<file path="src/rtl/dmem_arbiter_pkg.sv">
// Shared types and constants for the data-memory arbiter and its round-robin core.
package dmem_arbiter_pkg;

    typedef enum logic {
        PORT_CORE = 1'b0,
        PORT_DBG  = 1'b1
    } dmem_port_e;

    localparam logic [3:0] DMEM_WSTRB_NONE = 4'b0000;

    // Round-robin choice: on a conflict the port that did not win last time goes next.
    function automatic dmem_port_e rr_pick(input logic [1:0] req, input dmem_port_e last);
        if (req[0] && req[1]) begin
            return (last == PORT_CORE) ? PORT_DBG : PORT_CORE;
        end else if (req[1]) begin
            return PORT_DBG;
        end else begin
            return PORT_CORE;
        end
    endfunction

endpackage

</file>
<file path="src/rtl/dmem_arbiter_rr_arb2.sv">
// Two-input round-robin arbiter with a registered last-grant pointer; reusable
// for any shared resource that takes at most one access per cycle.
module rr_arb2
    import dmem_arbiter_pkg::*;
(
    input  logic       clk,
    input  logic       rst,
    input  logic [1:0] req,
    output logic [1:0] grant,
    output logic       accept,
    output dmem_port_e grant_port
);

    dmem_port_e last_grant;

    always_comb begin
        grant      = '0;
        grant_port = rr_pick(req, last_grant);
        if (req != '0) begin
            grant[grant_port] = 1'b1;
        end
        accept = |grant;
    end

    // Reset to the debug port so the core wins the first conflict.
    always_ff @(posedge clk or posedge rst) begin
        if (rst) begin
            last_grant <= PORT_DBG;
        end else if (accept) begin
            last_grant <= grant_port;
        end
    end

endmodule

</file>
<file path="src/rtl/dmem_arbiter.sv">
// Shares data_mem between the core load/store path and the debug/loader path.
// Optional address range check: define DMEM_ARB_RANGE_CHECK_EN.
module dmem_arbiter
    import dmem_arbiter_pkg::*;
#(
    parameter int unsigned ADDR_WIDTH = 32,
    parameter int unsigned MEM_SIZE   = 256
) (
    input  logic                  Clk_Core,
    input  logic                  Rst_Core,

    input  logic                  Core_Req_Valid,
    output logic                  Core_Req_Ready,
    input  logic                  Core_Req_Write,
    input  logic [ADDR_WIDTH-1:0] Core_Req_Addr,
    input  logic [31:0]           Core_Req_Wdata,
    input  logic [3:0]            Core_Req_Wstrb,
    output logic                  Core_Rsp_Valid,
    output logic [31:0]           Core_Rsp_Rdata,
    output logic                  Core_Rsp_Err,

    input  logic                  Dbg_Req_Valid,
    output logic                  Dbg_Req_Ready,
    input  logic                  Dbg_Req_Write,
    input  logic [ADDR_WIDTH-1:0] Dbg_Req_Addr,
    input  logic [31:0]           Dbg_Req_Wdata,
    input  logic [3:0]            Dbg_Req_Wstrb,
    output logic                  Dbg_Rsp_Valid,
    output logic [31:0]           Dbg_Rsp_Rdata,
    output logic                  Dbg_Rsp_Err,

    output logic                  Mem_Read_Ctrl,
    output logic [3:0]            Mem_Write_Ctrl,
    output logic [ADDR_WIDTH-1:0] Mem_Data_Address,
    output logic [31:0]           Mem_Data_Write,
    input  logic [31:0]           Mem_Data_Read
);

    if (MEM_SIZE == 0) begin : g_bad_mem_size
        $error("dmem_arbiter: MEM_SIZE must be non-zero");
    end

    logic [1:0]            grant;
    logic                  accept;
    dmem_port_e            grant_port;

    logic                  sel_write;
    logic [ADDR_WIDTH-1:0] sel_addr;
    logic [31:0]           sel_wdata;
    logic [3:0]            sel_wstrb;
    logic                  out_of_range;

    logic                  rsp_owner_valid;
    dmem_port_e            rsp_owner;
    logic                  rsp_is_read;
    logic                  rsp_err_q;
    logic [31:0]           rsp_rdata;
    logic                  core_owns;
    logic                  dbg_owns;

    rr_arb2 u_rr_arb2 (
        .clk        (Clk_Core),
        .rst        (Rst_Core),
        .req        ({Dbg_Req_Valid, Core_Req_Valid}),
        .grant      (grant),
        .accept     (accept),
        .grant_port (grant_port)
    );

    assign Core_Req_Ready = grant[PORT_CORE];
    assign Dbg_Req_Ready  = grant[PORT_DBG];

    always_comb begin
        if (grant_port == PORT_DBG) begin
            sel_write = Dbg_Req_Write;
            sel_addr  = Dbg_Req_Addr;
            sel_wdata = Dbg_Req_Wdata;
            sel_wstrb = Dbg_Req_Wstrb;
        end else begin
            sel_write = Core_Req_Write;
            sel_addr  = Core_Req_Addr;
            sel_wdata = Core_Req_Wdata;
            sel_wstrb = Core_Req_Wstrb;
        end
    end

`ifdef DMEM_ARB_RANGE_CHECK_EN
    // One extra bit so MEM_SIZE*4 == 2**ADDR_WIDTH still compares correctly.
    localparam logic [ADDR_WIDTH:0] ADDR_LIMIT = (ADDR_WIDTH + 1)'(MEM_SIZE * 4);

    assign out_of_range = ({1'b0, sel_addr} >= ADDR_LIMIT);

    always_ff @(posedge Clk_Core or posedge Rst_Core) begin
        if (Rst_Core) begin
            rsp_err_q <= 1'b0;
        end else begin
            rsp_err_q <= accept && out_of_range;
        end
    end
`else
    assign out_of_range = 1'b0;
    assign rsp_err_q    = 1'b0;
`endif

    always_comb begin
        Mem_Read_Ctrl    = 1'b0;
        Mem_Write_Ctrl   = DMEM_WSTRB_NONE;
        Mem_Data_Address = '0;
        Mem_Data_Write   = '0;
        if (accept) begin
            Mem_Data_Address = sel_addr;
            Mem_Data_Write   = sel_wdata;
            if (!out_of_range) begin
                Mem_Read_Ctrl  = !sel_write;
                Mem_Write_Ctrl = sel_write ? sel_wstrb : DMEM_WSTRB_NONE;
            end
        end
    end

    // Rejected accesses are never treated as reads, so their data returns as 0.
    always_ff @(posedge Clk_Core or posedge Rst_Core) begin
        if (Rst_Core) begin
            rsp_owner_valid <= 1'b0;
            rsp_owner       <= PORT_CORE;
            rsp_is_read     <= 1'b0;
        end else begin
            rsp_owner_valid <= accept;
            if (accept) begin
                rsp_owner   <= grant_port;
                rsp_is_read <= !sel_write && !out_of_range;
            end
        end
    end

    always_comb begin
        core_owns      = rsp_owner_valid && (rsp_owner == PORT_CORE);
        dbg_owns       = rsp_owner_valid && (rsp_owner == PORT_DBG);
        rsp_rdata      = rsp_is_read ? Mem_Data_Read : '0;

        Core_Rsp_Valid = core_owns;
        Core_Rsp_Rdata = core_owns ? rsp_rdata : '0;
        Core_Rsp_Err   = core_owns && rsp_err_q;

        Dbg_Rsp_Valid  = dbg_owns;
        Dbg_Rsp_Rdata  = dbg_owns ? rsp_rdata : '0;
        Dbg_Rsp_Err    = dbg_owns && rsp_err_q;
    end

endmodule

</file>
<file path="config.mk">
export PLATFORM = sky130hd
export DESIGN_NAME = dmem_arbiter
export DESIGN_NICKNAME = d
export VERILOG_FILES = /design/src/rtl/dmem_arbiter_pkg.sv /design/src/rtl/dmem_arbiter_rr_arb2.sv /design/src/rtl/dmem_arbiter.sv
export SDC_FILE = /design/constraint.sdc
export NUM_CORES = 1
export LEC_CHECK = 0
export ABC_AREA = 1
export CAP_MARGIN = 20
export CORE_AREA = 3 3 119 121
export DETAILED_ROUTE_END_ITERATION = 16
export DIE_AREA = 0 0 122 124
export PLACE_DENSITY = 0.58
export SYNTH_ARGS = -nofsm -noshare
export SYNTH_HDL_FRONTEND = slang
export SYNTH_SLANG_ARGS = --single-unit
</file>
<file path="constraint.sdc">
create_clock -name Clk_Core -period 1.46 [get_ports Clk_Core]
set_clock_uncertainty 0.2 [all_clocks]
set_input_delay 0.219 -clock Clk_Core [delete_from_list [all_inputs] [get_ports Clk_Core]]
set_output_delay 0.219 -clock Clk_Core [all_outputs]
set_load 0.03 [all_outputs]
</file>
## After elaboration in Yosys (flattened, before gate mapping)

Index checks and enable logic that the tools add are counted.

- Magnitude comparators: 2
- Multiplexer cells: 18
- Bitwise gates (word level): 1
- Reductions and logical operators: 7

Operator list:

| kind | number |
|---|---|
| 2-to-1 mux 32 bit | 7 |
| 2-to-1 mux 4 bit | 3 |
| 2-to-1 mux 1 bit | 6 |
| logical AND 1 bit | 4 |
| < comparator 1 x 2 -> 1 bit (second input constant) | 1 |
| 2-to-1 mux 2 bit | 1 |
| nonzero test 2 bit | 1 |
| OR reduction 2 bit | 1 |
| demux 1 bit (select 1 bit) | 1 |
| greater-or-equal comparator 1 bit (second input constant) | 1 |
| zero test 1 bit | 1 |
| inverter 1 bit | 1 |

- Bits in registers: 4
- Input bits: 174
- Output and inout port bits: 139
- Word-level logic and storage cells: 32

## Depth between registers and ports, before layout

Gate-level depths: netlist (run 1).

- Depth in word-level cells: 9
- Gate-level depth with buffers: 9
- Mapped depth without buffers: 6

## By module

Synthesis (run 1) repeated with hierarchy kept, for this count alone.

- Cell total of the unflattened synthesis: 386
- Area, all modules: 1824.2 µm²

Modules (own cells, without submodules):

| module | times used | cells each | area each (µm²) | seq. area each (µm²) |
|---|---|---|---|---|
| dmem_arbiter | 1 | 373 | 1751.7 | 75.1 |
| rr_arb2 | 1 | 13 | 72.6 | 26.3 |

## Least setup slack after synthesis (run 1)

OpenSTA, ideal clock, no wires.

- Path type: reg-to-output
- Start: reg rsp_owner
- End: out Core_Rsp_Rdata[22]
- Arrival: 1.383 ns
- Required time: 1.041 ns
- Slack: -0.342 ns
- Stages on the path, launching flop included: 5
- Buffers on the path: 1
- Cells stage by stage: dfrtp_1 -> inv_1 -> nand2_1 -> clkbuf_1 -> nor3_1

- Longest elaborated chain between the ends: 3

Ends and longest elaborated chain:

| item | RTL line | RTL |
|---|---|---|
| start, declared | dmem_arbiter.sv:54 | `dmem_port_e rsp_owner;` |
| start signal, assigned | dmem_arbiter.sv:129 | `rsp_owner <= grant_port;` |
| inverter 1 bit | dmem_arbiter.sv:136 | `core_owns = rsp_owner_valid && (rsp_owner == PORT_CORE);` |
| logical AND 1 bit | dmem_arbiter.sv:136 |  |
| 2-to-1 mux 32 bit | dmem_arbiter.sv:141 | `Core_Rsp_Rdata = core_owns ? rsp_rdata : '0;` |
| end, declared | dmem_arbiter.sv:19 | `output logic [31:0] Core_Rsp_Rdata,` |

No other way between the ends.

## Worst setup path in the final report (run 1)

- Start: reg u_rr_arb2.last_grant
- End: out Mem_Data_Address[25]

- Longest elaborated chain between the ends: 9
- Elaborated cells on any way between the ends: 11
- Those cells by class: order compare (2); mux (7); reduce/logical (2)

Ends and longest elaborated chain:

| item | RTL line | RTL |
|---|---|---|
| start, declared | dmem_arbiter_rr_arb2.sv:14 | `dmem_port_e last_grant;` |
| start signal, assigned | dmem_arbiter_rr_arb2.sv:30 | `last_grant <= grant_port;` |
| 2-to-1 mux 1 bit (*) | dmem_arbiter_pkg.sv:14 | `return (last == PORT_CORE) ? PORT_DBG : PORT_CORE;` |
| 2-to-1 mux 1 bit (*) | dmem_arbiter_pkg.sv:13 | `if (req[0] && req[1]) begin` |
| < comparator 1 x 2 -> 1 bit (not written as such) or greater-or-equal comparator 1 bit (tied branches) | dmem_arbiter_rr_arb2.sv:20 | `grant[grant_port] = 1'b1;` |
| logical AND 1 bit (not written as such) | dmem_arbiter_rr_arb2.sv:20 |  |
| 2-to-1 mux 1 bit (not written as such) | dmem_arbiter_rr_arb2.sv:20 |  |
| demux 1 bit (select 1 bit) | n/a |  |
| 2-to-1 mux 2 bit | dmem_arbiter_rr_arb2.sv:19 | `if (req != '0) begin` |
| OR reduction 2 bit | dmem_arbiter_rr_arb2.sv:22 | `accept = \|grant;` |
| 2-to-1 mux 32 bit (*) | dmem_arbiter.sv:110 | `if (accept) begin` |
| end, declared | dmem_arbiter.sv:34 | `output logic [ADDR_WIDTH-1:0] Mem_Data_Address,` |

Every way passes the cells marked *; elsewhere a longest branch is shown, timed or not.

==> results of run 1 <==
## repair_timing
item	in CTS	in global routing
endpoints found under the hold margin	3	0
hold buffers	1	0
cloned	10	12
setup buffers	17	3
resized for setup	211	110
setup endpoints to repair	138	139
pin swaps	21	11
## state kept, by name, summed over array words and instances, names as in the netlist
signal and flops:
rsp_is_read 1, rsp_owner_valid 1, u_rr_arb2.last_grant 1, rsp_owner 1
## cells by family after synthesis
kind of cell | count (synthesis) | share of synthesized area [%]
compound gates | 1 | 0.3030
other cells | 1 | 0.2272
buf+inv | 76 | 21.53
flops | 4 | 6.141
simple gates | 287 | 71.80
## area by class of cell
type                       count  area share (%)
tap                          176           2.781
timing repair inverter         2          0.2844
multi-input combinational    290           36.15
clock buffer                   4          0.9954
sequential                     4           1.296
timing repair buffer         378           55.85
inverter                      47           2.639
## final timing paths
check	start	endpoint	slack, ps	depth (start not counted)
setup / recovery	u_rr_arb2.last_grant	Mem_Data_Address[25]	-540	9
hold / removal	u_rr_arb2.last_grant	u_rr_arb2.last_grant	280	2
setup reg to reg	u_rr_arb2.last_grant	rsp_is_read	-60	9
hold reg to reg	u_rr_arb2.last_grant	u_rr_arb2.last_grant	280	2
max in group asynchronous	Rst_Core	u_rr_arb2.last_grant	240	3
min in group asynchronous	Rst_Core	rsp_owner_valid	590	3
## per-stage QoR
step / cell area (µm²) / hold slack [ps] / power [µW] / util (%)
floorplan: 2985 / -215.6 / 1835 / -
global placement: 6158 / 222.1 / 3010 / 46.69
detailed placement: 6158 / 226.5 / 3029 / 46.69
CTS: 7336 / 283.4 / 4083 / 55.62
global route: 7919 / 295.2 / 4566 / 60.04
finish: 7919 / 283.5 / 4353 / 60.04
## critical path, stage by stage (launching register included)
cell	delay, ps
dfstp_2	540
nand2_4	60
nand2_4	90
nand2_4	60
inv_8	80
buf_12	120
buf_12	140
nand2_2	80
nand2_4	60
buf_6	120
## power breakdown
| group | leakage [µW] | total (µW) | switching, µW | internal, µW |
|---|---|---|---|---|
| Sequential | 0.0000432 | 140 | 15.1 | 125 |
| Clock | 0.0000382 | 439 | 78.0 | 361 |
| Combinational | 0.00356 | 3770 | 1920 | 1850 |
| Total | 0.00364 | 4350 | 2020 | 2330 |
## synth_stat cells, drive strengths merged
cell type | number | area [µm²]
buf | 20 | 145.1
clkbuf | 9 | 33.78
conb | 1 | 3.750
dfrtp | 3 | 75.07
dfstp | 1 | 26.28
inv | 47 | 176.4
nand2 | 212 | 808.3
nand3 | 6 | 30.03
nor2 | 5 | 26.27
nor3 | 64 | 320.3
o21ai | 1 | 5.000
## per-layer routing
metal | track usage [%] | share of wire [%] | vias to the layer above
met1 | 16.98 | 34 | 1704
met2 | 32.73 | 57 | 180
li1 | - | - | 1832
met3 | 4.178 | 8.5 | 6
met4 | 1.681 | 0.39 | 2
met5 | 0 | 0.048 | -
==> implementation parameters, run 1 <==
Parameter                              Value

Layout
  Number of fill cells    1089
  Flip-flop and latch area    102.6 µm²
  Diodes inserted    0
  Post-layout instance count excluding filler cells    901
  Most common cell after layout, fill and taps aside    clkdlybuf4s50_1
  Total number of nets in the final design    900
  Area grow syn2layout    379.8%
  Commonest cells after routing, fill and taps aside    clkdlybuf4s50_1, buf_6, nand2_2
  Total area of multi-input combinational cells    2863 µm²
  Share of post-route cells with drive strength above 1    65.52%

Placed design
  # port buffers    310
  Worst slack at placement    -733.7 ps
  # placed instances    858
  HPWL reported at the end of detailed placement    10.35 mm
  Placer's final routability congestion estimate    0.7353

Hold path
  Hold crit path type    reg2reg

CTS
  Master cell of the clock root buffer    clkbuf_16
  Clock latency reported for the late side of the worst-skew pair    220 ps
  Clock edge transition at the registers on the reported setup and hold paths    30 ps
  Clock Sinks    4
  CTS H-tree lvls    1
  CTS max path bufs    2
  CTS buffer count    3
  TritonCTS clock tree    built

Floorplan
  Starting density of the core    12.51%
  Count of pins on the block boundary    313
  Site Rows    42
  Die outline width    122 µm
  Core Area    13190 µm²
  Die ar.    15130 µm²
  Die extent in y    124 µm

GRT
  Global route overflow    0
  Number of global-route vias before repair    3757
  First-pass GRT wire length    19.51 mm
  Total global routing track utilization    16.09%
  Initial antenna violation count    1
  Maximum number of pins on one net before global-route repair    50

STA
  Crit share post-route    137.3%
  Setup-failing EPs final    138
  Fin crit period    2004 ps
  Pins Over Slew Limit    0
  Worst setup slack after layout    -544.5 ps
  Fmax    498.9 MHz
  Final Hold Fails    0
  Setup repair after global routing missed its margin    true
  Summed negative setup slack over all endpoints    -56030 ps

Synth
  Cell Area, Synth    1650 µm²
  Avg Cell Area, Syn    4.472 µm²
  Flops & latches, synth    4
  Seq/Total Area, Yosys    6.141%
  Count of yosys warnings during synthesis    0
  Number of unique standard cell types used by synthesis    18
  Cells after synthesis    369

Job
  Maximum Capacitance Violations    0

Worst setup path
  Highest net fanout along the worst path    13
  CP arrival    1590 ps
  CP Class    reg2out
  Critical Path Source Type    flop
  Crit. End Element    output pin
  Required @ worst endpoint    1040 ps

Drt
  Vias per Instance    4.133
  Count of antenna-violating nets left after detailed routing    0
  DRC viols    0
  Routed WL    14.62 mm
  Detailed router's first-iteration violation count    94
  Routed wire per std cell    16.23 µm
  TritonRoute pass-1 iters    4
  Total number of vias    3724

Outcome
  Status    complete, but fails checks
  Violated checks    setup timing

Pwr
  Peak supply drop    0.3235 mV
  Power per cell area    549.6 nW/µm²
  Leakage    0.003642 µW
Power figures use the tool's default switching activity.
==> run 2: changes to the inputs <==
Settings changed: CORE_AREA 3 3 119 121 to 2 2 121 123, DIE_AREA 0 0 122 124 to 0 0 123 125, PLACE_DENSITY 0.58 to 0.56.
==> run 2 against run 1 <==
The flow still finishes with violations (setup timing). Fmax grew 1.2%. Core utilization shrank 4.9 points. Critical endpoint is now Mem_Data_Address[3]. Global-route usage shrank 0.37 points. Combinational power is essentially flat. Largest cell class unchanged. Critical path type unchanged. Highest routed layer is now met4. Largest power group unchanged. Die area grew 1.6%.
==> implementation parameters, run 2 (same netlist as run 1, synthesis figures left out) <==
Parameter                              Value

Outcome
  Status    complete, but fails checks
  Violated checks    setup timing

Drt
  Total number of vias    3741
  DRC viols    0
  Detailed router's first-iteration violation count    58
  Routed WL    13.73 mm
  Vias per Instance    4.116
  TritonRoute pass-1 iters    4
  Count of antenna-violating nets left after detailed routing    0
  Routed wire per std cell    15.10 µm

Pwr
  Int Power    2336 µW
  Sequential Power Share    3.2%
  Peak supply drop    0.3279 mV
  Power, Total    4334 µW
  Part of the power in the clock network    10.1%
  Leakage    0.003651 µW
  Switching fraction of total power    46.10%
  Share of total power in combinational logic    86.7%
  Power per cell area    553.5 nW/µm²
  Switching Power    1998 µW

Placed design
  Placer's final routability congestion estimate    0.8884
  # port buffers    310
  Placed cell area    6296 µm²
  HPWL reported at the end of detailed placement    10.17 mm
  # placed instances    873

Floorplan
  Die outline width    123 µm
  Die extent in y    125 µm
  Core Area    14200 µm²
  Count of pins on the block boundary    313
  Site Rows    44
  Die ar.    15380 µm²
  Starting density of the core    11.62%

CTS
  Master cell of the clock root buffer    clkbuf_16
  Clock edge transition at the registers on the reported setup and hold paths    30 ps
  CTS max path bufs    2
  CTS buffer count    3
  Clock Sinks    4
  Clock latency reported for the late side of the worst-skew pair    220 ps
  TritonCTS clock tree    built
  CTS H-tree lvls    1

GRT
  Maximum number of pins on one net before global-route repair    38
  Global-route track usage on met1    17.42%
  GRT met2 Usage    30.58%
  Global route overflow    0
  Initial antenna violation count    0
  Total global routing track utilization    15.72%
  Most Crowded Layer GR    met2
  Number of global-route vias before repair    3801
  First-pass GRT wire length    19.39 mm
  Global routing usage on met3    2.555%

STA
  Crit share post-route    135.7%
  Setup-failing EPs final    138
  Fin crit period    1981 ps
  Fmax    504.9 MHz
  Summed negative setup slack over all endpoints    -53220 ps
  Pins Over Slew Limit    0
  Setup repair after global routing missed its margin    true
  Worst setup slack after layout    -520.6 ps
  Worst hold slack across all endpoints    290.4 ps
  Final Hold Fails    0

Layout
  Finished Cell Area    7830 µm²
  Share of post-route cells with drive strength above 1    57.10%
  Area grow syn2layout    374.5%
  Commonest cells after routing, fill and taps aside    clkdlybuf4s50_1, buf_6, nand2_4
  Most common cell after layout, fill and taps aside    clkdlybuf4s50_1
  Total number of nets in the final design    900
  Post-layout instance count excluding filler cells    909
  Diodes inserted    0

Worst setup path
  Critical Path Source Type    flop
  Required @ worst endpoint    1040 ps
  CP arrival    1560 ps
  Crit. End Element    output pin
  Highest net fanout along the worst path    7
  CP Class    reg2out

Hold path
  Hold crit path type    reg2reg

Job
  Maximum Capacitance Violations    0
-- run 2: changes by cell type in the layout (fill, tap and decap cells not counted), moves of 2 or more --
cell / before / now
inv_6: 0 / 2
buf_12: 24 / 30
nand2_4: 87 / 94
buf_4: 32 / 18
nand2_1: 31 / 88
clkbuf_16: 11 / 8
inv_1: 35 / 39
inv_8: 4 / 1
buf_8: 2 / 6
inv_2: 7 / 3
buf_6: 127 / 138
buf_16: 11 / 6
nand2_2: 92 / 27
-- run 2: layout make-up --
class,instances,area [µm²]
clock buffer,4,78.83
timing repair inverter,3,33.78
fill,1220,6374
timing repair buffer,377,4409
tap,184,230.2
multi-input combinational,290,2769
inverter,47,206.4
sequential,4,102.6
-- run 2: power groups by stage --
stage,Sequential (µW),Clock (µW),Combinational (µW)
after floorplan,132,0,1700
after global placement,134,0,2970
after detailed placement,135,0,2990
after CTS,145,448,3500
after global routing,138,457,3940
final,137,439,3760
-- run 2: repair_timing --
item                                   4_1_cts  5_1_grt
gates cloned                                 9        8
pin swaps                                   23       17
setup endpoints to repair                  138      138
hold buffers                                 1        0
endpoints found under the hold margin        3        0
buffers inserted                            13       10
gates resized for setup                    179      108
-- run 2: stage by stage --
| step | worst slack (ps) | utilization, % |
|---|---|---|
| 6_report | -520.6 | 55.13 |
| 5_1_grt | -578.9 | 55.13 |
| 4_1_cts | -569.2 | 51.41 |
| 3_5_place_dp | -716.9 | 44.33 |
| 3_3_place_gp | -673.0 | 44.33 |
| 2_1_floorplan | -203.1 | - |
-- run 2: critical path: stages (launching register included) --
cell and delay, ps:
dfstp_2 550, nand2_4 70, nand2_8 110, nand2_8 80
clkinv_8 100, clkbuf_16 170, nand2_2 70, nand2_4 60
buf_6 120
-- run 2: worst paths after layout --
kind,from,to,slack (ps),cells after the start
worst max register to register,u_rr_arb2.last_grant,rsp_is_read,-20,8
worst max-delay path,u_rr_arb2.last_grant,Mem_Data_Address[3],-520,8
min in group asynchronous,Rst_Core,rsp_owner,570,3
worst min-delay path,u_rr_arb2.last_grant,u_rr_arb2.last_grant,290,2
worst min register to register,u_rr_arb2.last_grant,u_rr_arb2.last_grant,290,2
max in group asynchronous,Rst_Core,u_rr_arb2.last_grant,270,3
-- run 2: layer usage --
metal,wire length [µm],vias up
li1,-,1829
met1,4908,1701
met2,7438,197
met3,1199,14
met4,180,0
met5,0,-
==> run 3: changes to the inputs <==
Settings changed: CORE_AREA 2 2 121 123 to 2 2 122 124, DIE_AREA 0 0 123 125 to 0 0 124 126, PLACE_DENSITY 0.56 to 0.53.
Clock period 1.46 ns to 2.25 ns, I/O delays scaled along.
==> run 3 against run 2 <==
Routed wire length down 19%. Count of clock-buffer cells in the layout unchanged. Largest cell class unchanged. Setup slack better by 610 ps. Sequential share of layout area up 0.80 points. Total power down 58%. Largest power group unchanged. Design area down 39%. Global-route usage down 2.7 points. Via count down 12%. Highest routed layer unchanged. The run now ends clean.
==> implementation parameters, run 3 (same netlist as run 1, synthesis figures left out) <==
Parameter                              Value

STA
  Setup-failing EPs final    0
  Setup repair after global routing missed its margin    false
  Fin crit period    2158 ps
  Worst setup slack after layout    92.07 ps
  Crit share post-route    95.91%
  Pins Over Slew Limit    0
  Summed negative setup slack over all endpoints    0 ps
  Pin slew with the least headroom to its limit    603.1 ps
  Final Hold Fails    0
  Fmax    463.4 MHz
  Max-slew headroom    59.80%

Drt
  Vias per Instance    3.870
  Total number of vias    3305
  DRC viols    0
  TritonRoute pass-1 iters    4
  Routed wire per std cell    13.04 µm
  Detailed router's first-iteration violation count    80
  Routed WL    11.14 mm
  Count of antenna-violating nets left after detailed routing    0

Layout
  Most common cell after layout, fill and taps aside    nand2_1
  Share of post-route cells with drive strength above 1    24.33%
  Post-layout instance count excluding filler cells    854
  Final core utilization    33.57%
  Diodes inserted    0
  Total number of nets in the final design    845
  Commonest cells after routing, fill and taps aside    nand2_1, clkdlybuf4s50_1, buf_4
  Area grow syn2layout    191.1%

Floorplan
  Site Rows    44
  Starting density of the core    11.53%
  Die outline width    124 µm
  Core Area    14310 µm²
  Die extent in y    126 µm
  Die ar.    15620 µm²
  Count of pins on the block boundary    313

CTS
  CTS buffer count    3
  TritonCTS clock tree    built
  Master cell of the clock root buffer    clkbuf_16
  Clock edge transition at the registers on the reported setup and hold paths    30 ps
  Cts hold-fix bufs    0
  CTS max path bufs    2
  Clock latency reported for the late side of the worst-skew pair    230 ps
  Clock Sinks    4
  CTS H-tree lvls    1

GRT
  First-pass GRT wire length    16.16 mm
  GRT met2 Usage    26.05%
  Global-route track usage on met1    14.31%
  Total global routing track utilization    12.98%
  Most Crowded Layer GR    met2
  Maximum number of pins on one net before global-route repair    65
  Global route overflow    0
  Initial antenna violation count    0
  Number of global-route vias before repair    3162
  Global routing usage on met3    1.902%

Worst setup path
  Crit. End Element    output pin
  CP Class    reg2out
  Highest net fanout along the worst path    19
  Critical Path Source Type    flop
  CP arrival    1620 ps
  Required @ worst endpoint    1710 ps

Pwr
  Power per cell area    377.2 nW/µm²
  Switching Power    852.2 µW
  Switching fraction of total power    47.03%
  Part of the power in the clock network    16.0%
  Int Power    960.0 µW
  Sequential Power Share    4.7%
  Share of total power in combinational logic    79.3%
  Peak supply drop    0.2863 mV
  Power, Total    1812 µW
  Leakage    0.002537 µW

Outcome
  Status    finished, final reports clean

Placed design
  # port buffers    310
  HPWL reported at the end of detailed placement    9.202 mm
  Worst slack at placement    -117.9 ps
  # placed instances    849
  Placer's final routability congestion estimate    0.9487

Hold path
  Hold crit path type    in2async

Job
  Maximum Capacitance Violations    0
[run 3: cell count changes in the layout (fill, tap and decap cells not counted), sizes merged]
| cell | change |
|---|---|
| buf | -47 |
| clkbuf | -5 |
| clkdlybuf4s50 | +1 |
| clkinv | -3 |
| dlygate4sd3 | -1 |
[run 3: path summary, 6_finish.rpt]
check / from / cells past startpoint / endpoint / slack (ps)
worst max-delay path: u_rr_arb2.last_grant / 8 / Mem_Data_Write[0] / 90
worst min-delay path: Rst_Core / 2 / rsp_is_read / 100
worst max register to register: u_rr_arb2.last_grant / 6 / rsp_is_read / 910
worst min register to register: u_rr_arb2.last_grant / 2 / u_rr_arb2.last_grant / 270
max in group asynchronous: Rst_Core / 2 / u_rr_arb2.last_grant / 1530
min in group Clk_Core: u_rr_arb2.last_grant / 2 / u_rr_arb2.last_grant / 270
[run 3: final cells by class]
type / instances / area (µm²)
well taps: 184 / 230.2
flip-flops and latches: 4 / 101.3
repair buffers: 325 / 3013
clock buffers: 4 / 78.83
inverters: 47 / 183.9
multi-input cells: 290 / 1197
fillers: 1587 / 9509
[run 3: per-stage QoR]
stage | instance area [µm²] | hold slack, ps
2_1_floorplan | 1654 | -97.14
3_5_place_dp | 4686 | 269.6
4_1_cts | 4800 | 94.33
5_1_grt | 4805 | 126.4
3_3_place_gp | 4686 | 274.9
6_report | 4805 | 95.05
[run 3: power groups by stage]
stage | clock network (µW) | logic, µW | registers [µW]
CTS | 296 | 1450 | 85.2
global route | 300 | 1530 | 86.2
detailed placement | 0 | 1430 | 85.0
global placement | 0 | 1420 | 85.0
finish | 290 | 1440 | 85.0
floorplan | 0 | 718 | 84.1
[run 3: timing repair]
action | in CTS | in global routing
setup buffers | 0 | 0
gates cloned | 1 | 0
setup endpoints to repair | 92 | 19
gates resized for setup | 4 | 4
[run 3: worst max-delay path, cell delays in order, from the launching register on]
cell	delay, ps
dfstp_2	530
nand2_2	70
nand2_4	80
nand2_2	80
inv_6	110
buf_12	160
nand2_1	60
nand2_1	110
buf_4	180
[run 3: routing by layer]
layer	share of wire, %	vias up	routed length (µm)
met1	35	1427	3938
li1	-	1711	-
met3	7.7	12	863
met2	56	155	6223
met5	0	-	0
met4	1.0	0	112
